**src/rtl/syndrome_checker_pkg.sv**
```systemverilog
// -----------------------------------------------------------------------------
// dec_pkg
// Shared constants, types and GF(2^4) helpers for the RS(12,8) syndrome
// checker (receive-side detection front end).
//   - Geometry: EGF_ORDER bits/symbol, ENC_SYM_NUM symbols/beat,
//     DEC_BEATS beats/codeword, DEC_SYN_NUM syndromes.
//   - GF(2^4) with primitive polynomial x^4+x+1, alpha = 4'h2.
//   - gf_mul_const(): multiply by alpha^pow as a chain of shift/reduce
//     steps; with a constant pow this collapses to a pure XOR network.
//   - ALPHA_POW: alpha power table (alpha^0..alpha^14) for reference models.
// -----------------------------------------------------------------------------
package dec_pkg;

    localparam int EGF_ORDER   = 4;
    localparam int ENC_SYM_NUM = 4;
    localparam int DEC_BEATS   = 3;
    localparam int DEC_SYN_NUM = 4;

    localparam int BEAT_W     = ENC_SYM_NUM * EGF_ORDER;
    localparam int SYN_W      = DEC_SYN_NUM * EGF_ORDER;
    localparam int BEAT_CNT_W = $clog2(DEC_BEATS);

    // Multiplicative group order of GF(2^4).
    localparam int unsigned GF_GROUP_ORDER = 32'd15;

    localparam logic [4:0] GF_POLY = 5'b10011;

    typedef logic [EGF_ORDER-1:0]  egf_sym_t;
    typedef logic [BEAT_CNT_W-1:0] beat_cnt_t;

    localparam egf_sym_t ALPHA_POW [15] = '{
        4'h1, 4'h2, 4'h4, 4'h8, 4'h3, 4'h6, 4'hC, 4'hB,
        4'h5, 4'hA, 4'h7, 4'hE, 4'hF, 4'hD, 4'h9
    };

    // Multiply by alpha: shift up one degree, fold x^4 back with x+1.
    function automatic egf_sym_t gf_mul_alpha(input egf_sym_t sym);
        egf_sym_t res;
        res = {sym[EGF_ORDER-2:0], 1'b0};
        if (sym[EGF_ORDER-1]) begin
            res = res ^ GF_POLY[EGF_ORDER-1:0];
        end else begin
            res = res;
        end
        return res;
    endfunction

    // Multiply by alpha^pow. The loop has a fixed trip count so that a
    // constant pow unrolls into a fixed XOR network.
    function automatic egf_sym_t gf_mul_const(input egf_sym_t sym, input int unsigned pow);
        egf_sym_t    acc;
        int unsigned steps;
        acc   = sym;
        steps = pow % GF_GROUP_ORDER;
        for (int unsigned k = 32'd0; k < GF_GROUP_ORDER; k++) begin
            if (k < steps) begin
                acc = gf_mul_alpha(acc);
            end else begin
                acc = acc;
            end
        end
        return acc;
    endfunction

endpackage

```
**src/rtl/syndrome_checker_syn_step.sv**
```systemverilog
// -----------------------------------------------------------------------------
// dec_syn_step
// Combinational Horner step for all syndromes over one beat {a,b,c,d}:
//   S_i' = P_i*alpha^(4i) ^ a*alpha^(3i) ^ b*alpha^(2i) ^ c*alpha^i ^ d
// where P_i is the previous syndrome, or zero on the first beat of a
// codeword so that codewords may run back-to-back.
// Ports:
//   syn_prev_i   : previous syndrome vector {S1..S4}, S1 in MSBs
//   beat_i       : current codeword beat
//   first_beat_i : beat is the first of a codeword (ignore syn_prev_i)
//   syn_next_o   : updated syndrome vector
// -----------------------------------------------------------------------------
module dec_syn_step
    import dec_pkg::*;
(
    input  logic [SYN_W-1:0]  syn_prev_i,
    input  logic [BEAT_W-1:0] beat_i,
    input  logic              first_beat_i,
    output logic [SYN_W-1:0]  syn_next_o
);

    for (genvar gi = 0; gi < DEC_SYN_NUM; gi++) begin : g_syn
        // Syndrome index i runs 1..DEC_SYN_NUM; S1 sits in the top slice.
        localparam int unsigned IDX    = gi + 1;
        localparam int          SYN_HI = SYN_W - 1 - gi * EGF_ORDER;

        egf_sym_t prev_s;
        egf_sym_t chain_s [ENC_SYM_NUM+1];

        assign prev_s     = first_beat_i ? '0 : syn_prev_i[SYN_HI -: EGF_ORDER];
        assign chain_s[0] = gf_mul_const(prev_s, ENC_SYM_NUM * IDX);

        for (genvar gk = 0; gk < ENC_SYM_NUM; gk++) begin : g_sym
            // Symbol gk counted from the MSB has degree ENC_SYM_NUM-1-gk.
            localparam int BEAT_HI = BEAT_W - 1 - gk * EGF_ORDER;
            assign chain_s[gk+1] = chain_s[gk]
                                 ^ gf_mul_const(beat_i[BEAT_HI -: EGF_ORDER],
                                                (ENC_SYM_NUM - 1 - gk) * IDX);
        end

        assign syn_next_o[SYN_HI -: EGF_ORDER] = chain_s[ENC_SYM_NUM];
    end

endmodule

```
**config.mk**
```make
export PLATFORM = sky130hd
export DESIGN_NAME = dec_syn_step
export DESIGN_NICKNAME = d
export VERILOG_FILES = /design/src/rtl/syndrome_checker_pkg.sv /design/src/rtl/syndrome_checker_syn_step.sv
export SDC_FILE = /design/constraint.sdc
export NUM_CORES = 1
export LEC_CHECK = 0
export CORE_MARGIN = 10
export CORE_UTILIZATION = 25
export DETAILED_ROUTE_END_ITERATION = 8
export DONT_BUFFER_PORTS = 1
export PLACE_DENSITY = 0.44
export SLEW_MARGIN = 5
export SYNTH_ARGS = -nofsm -noshare
export SYNTH_HDL_FRONTEND = slang
export SYNTH_SLANG_ARGS = --single-unit
```
**constraint.sdc**
```tcl
create_clock -name vclk -period 2.15
set_clock_uncertainty 0.15 [all_clocks]
set_input_delay 0.43 -clock vclk [all_inputs]
set_output_delay 0.43 -clock vclk [all_outputs]
set_load 0.01 [all_outputs]
```
==> reports/metrics.cfg, run 1 <==
[synth]
seq_area_frac_synth_pct=0
synth_cell_types=14
synth_cells=108
synth_warnings=0
synth_nets=141
postSynthAreaPerCell_um2=8.61
syn_area_um2=930

[worst_setup_path]
crit_path_start=beat_i[4]
startpoint_type=input pin
path_depth=5
criticalPathCategory=input pin to output pin
path_cells=xnor2_2 > xor3_2 > xnor2_2 > xnor2_1 > buf_4
crit_arrival_ns=1.45
crit_family=XOR/XNOR gates
crit_fanout=2
cpPeakStageDelay_ns=0.32
end_kind=output pin
crit_top_cell=xnor2_2
crit_buf_inv=1
worstPathRequired_ns=1.57
critPathSlowestCell=xor3_2

[min_path]
holdPathStages=1
hold_path.class=input pin to output pin
min_from=beat_i[7]

[die]
core_mm2=0.00363
io_pins=49
die_w_um=81.0
start_util_pct=25.6
die_h_um=81.0
num_rows=22
dieArea_mm2=0.00656

[timing]
layout_setup_ws_ns=0.117
finalHoldViolCount=0
setup_violations=0
tns_ns=0
min_period_ns=2.03
worst_pin_slew_ns=0.408
period_share_pct=94.6
max_freq_mhz=492
relSlewSlack_pct=72.6
slew_violations=0
grt_setup_unrepaired=false

[global_route]
grt_pass1_vias=720
antenna_found_initial=0
grt_max_degree=17
grt_pass1_wl_mm=3.87
globalRouteTotalUtil_pct=7.40
overflow=0

[placement]
place.gp.congestion=0.720
dpl.hpwl_mm=2.37
portBuffers=0
place_ws_ns=0.0824

[pwr]
clkPwrFrac_pct=0
swShare_pct=51.8
total_power_uw=539
p_sw_uw=279
peakVddDrop_uv=121
sequentialPowerShare_pct=0
internal_power_uw=260
p_per_area_mw_per_mm2=537
p_leak_nw=0.342
power_frac_comb_pct=100.0

[final_layout]
ff_latch_area_um2=0
nets=143
area_growth_pct=7.94
drive_gt1_share_pct=9.26
clkbuf_count=0
seq_cells=0
n_antenna_cell=0

[detailed_routing]
antenna_left=0
via_count=629
drt-met1-wl_um=911
first_pass_iters=4
via_per_inst=4.03
initialDrtViolationCount=15
wl_met2_mm=1.34
wl_met3_um=304
top_layer=met3
drt-total-wl_mm=2.56
post_drt_wl_per_cell_um=16.4
drc_errors=0

[clock_network]
post-cts-setup-buffer-count=0
ctsResizeCount=0
hold_buffers=0

[outcome]
status=completed

[flow_run]
cap_violations=0

## layout by cell type, fill, tap and decap left out
cell type	count
a21oi_1	1
xnor2_2	2
xnor2_1	61
xor2_1	17
xnor3_1	3
or2_2	1
nor2b_1	2
xor2_2	1
xor3_2	1
buf_4	5
nor2_1	11
nand2b_1	2
nand2_1	1
## layout make-up
type	count	area (µm²)
fillers	422	2630
repair buffers	5	37.5
well taps	48	60.1
multi-input cells	103	906
## through the flow
stage	std cells	utilization [%]	hold WS (ns)	cell area (µm²)
3_3_place_gp	156	27.6	0.823	1000
2_1_floorplan	108	-	0.918	930
3_5_place_dp	156	27.6	0.823	1000
5_1_grt	156	27.6	0.827	1000
6_report	156	27.6	0.814	1000
4_1_cts	156	27.6	0.823	1000
## routing by layer
metal,vias up,GRT usage [%]
met5,-,0
met4,0,0
met3,0,2.98
met2,22,14.0
met1,284,7.99
li1,323,-
## cells by family after synthesis
family	synth area share, %
AND/OR/NAND/NOR	8.21
AO/OA/AOI/OAI	0.538
buffers and inverters	2.56
XOR/XNOR	88.7
## synthesized netlist by cell type, drive strengths merged
cell type / number / area, µm²
nand2b: 2 / 12.5
buf: 4 / 20.0
or2: 1 / 6.26
nor2b: 2 / 12.5
nor2: 11 / 41.3
a21oi: 1 / 5.00
nand2: 1 / 3.75
xor2: 18 / 165
clkbuf: 1 / 3.75
xor3: 1 / 25.0
xnor2: 63 / 567
xnor3: 3 / 67.6
## power groups by stage
stage	sequential, mW	combinational (mW)	clock, mW
final	0	0.539	0
after global placement	0	0.555	0
after CTS	0	0.557	0
after floorplan	0	0.456	0
after detailed placement	0	0.555	0
after global routing	0	0.590	0
## worst paths after layout
check	endpoint	slack, ns
worst max-delay path	syn_next_o[0]	0.12
worst min-delay path	syn_next_o[12]	0.81
No activity file was read; power rests on OpenSTA's default activity.
==> inputs of run 2 (changes only) <==
Settings changed: CAP_MARGIN set to 40.
==> results of run 2 <==
The final DEF is identical to that of run 1; final timing and power are the same.
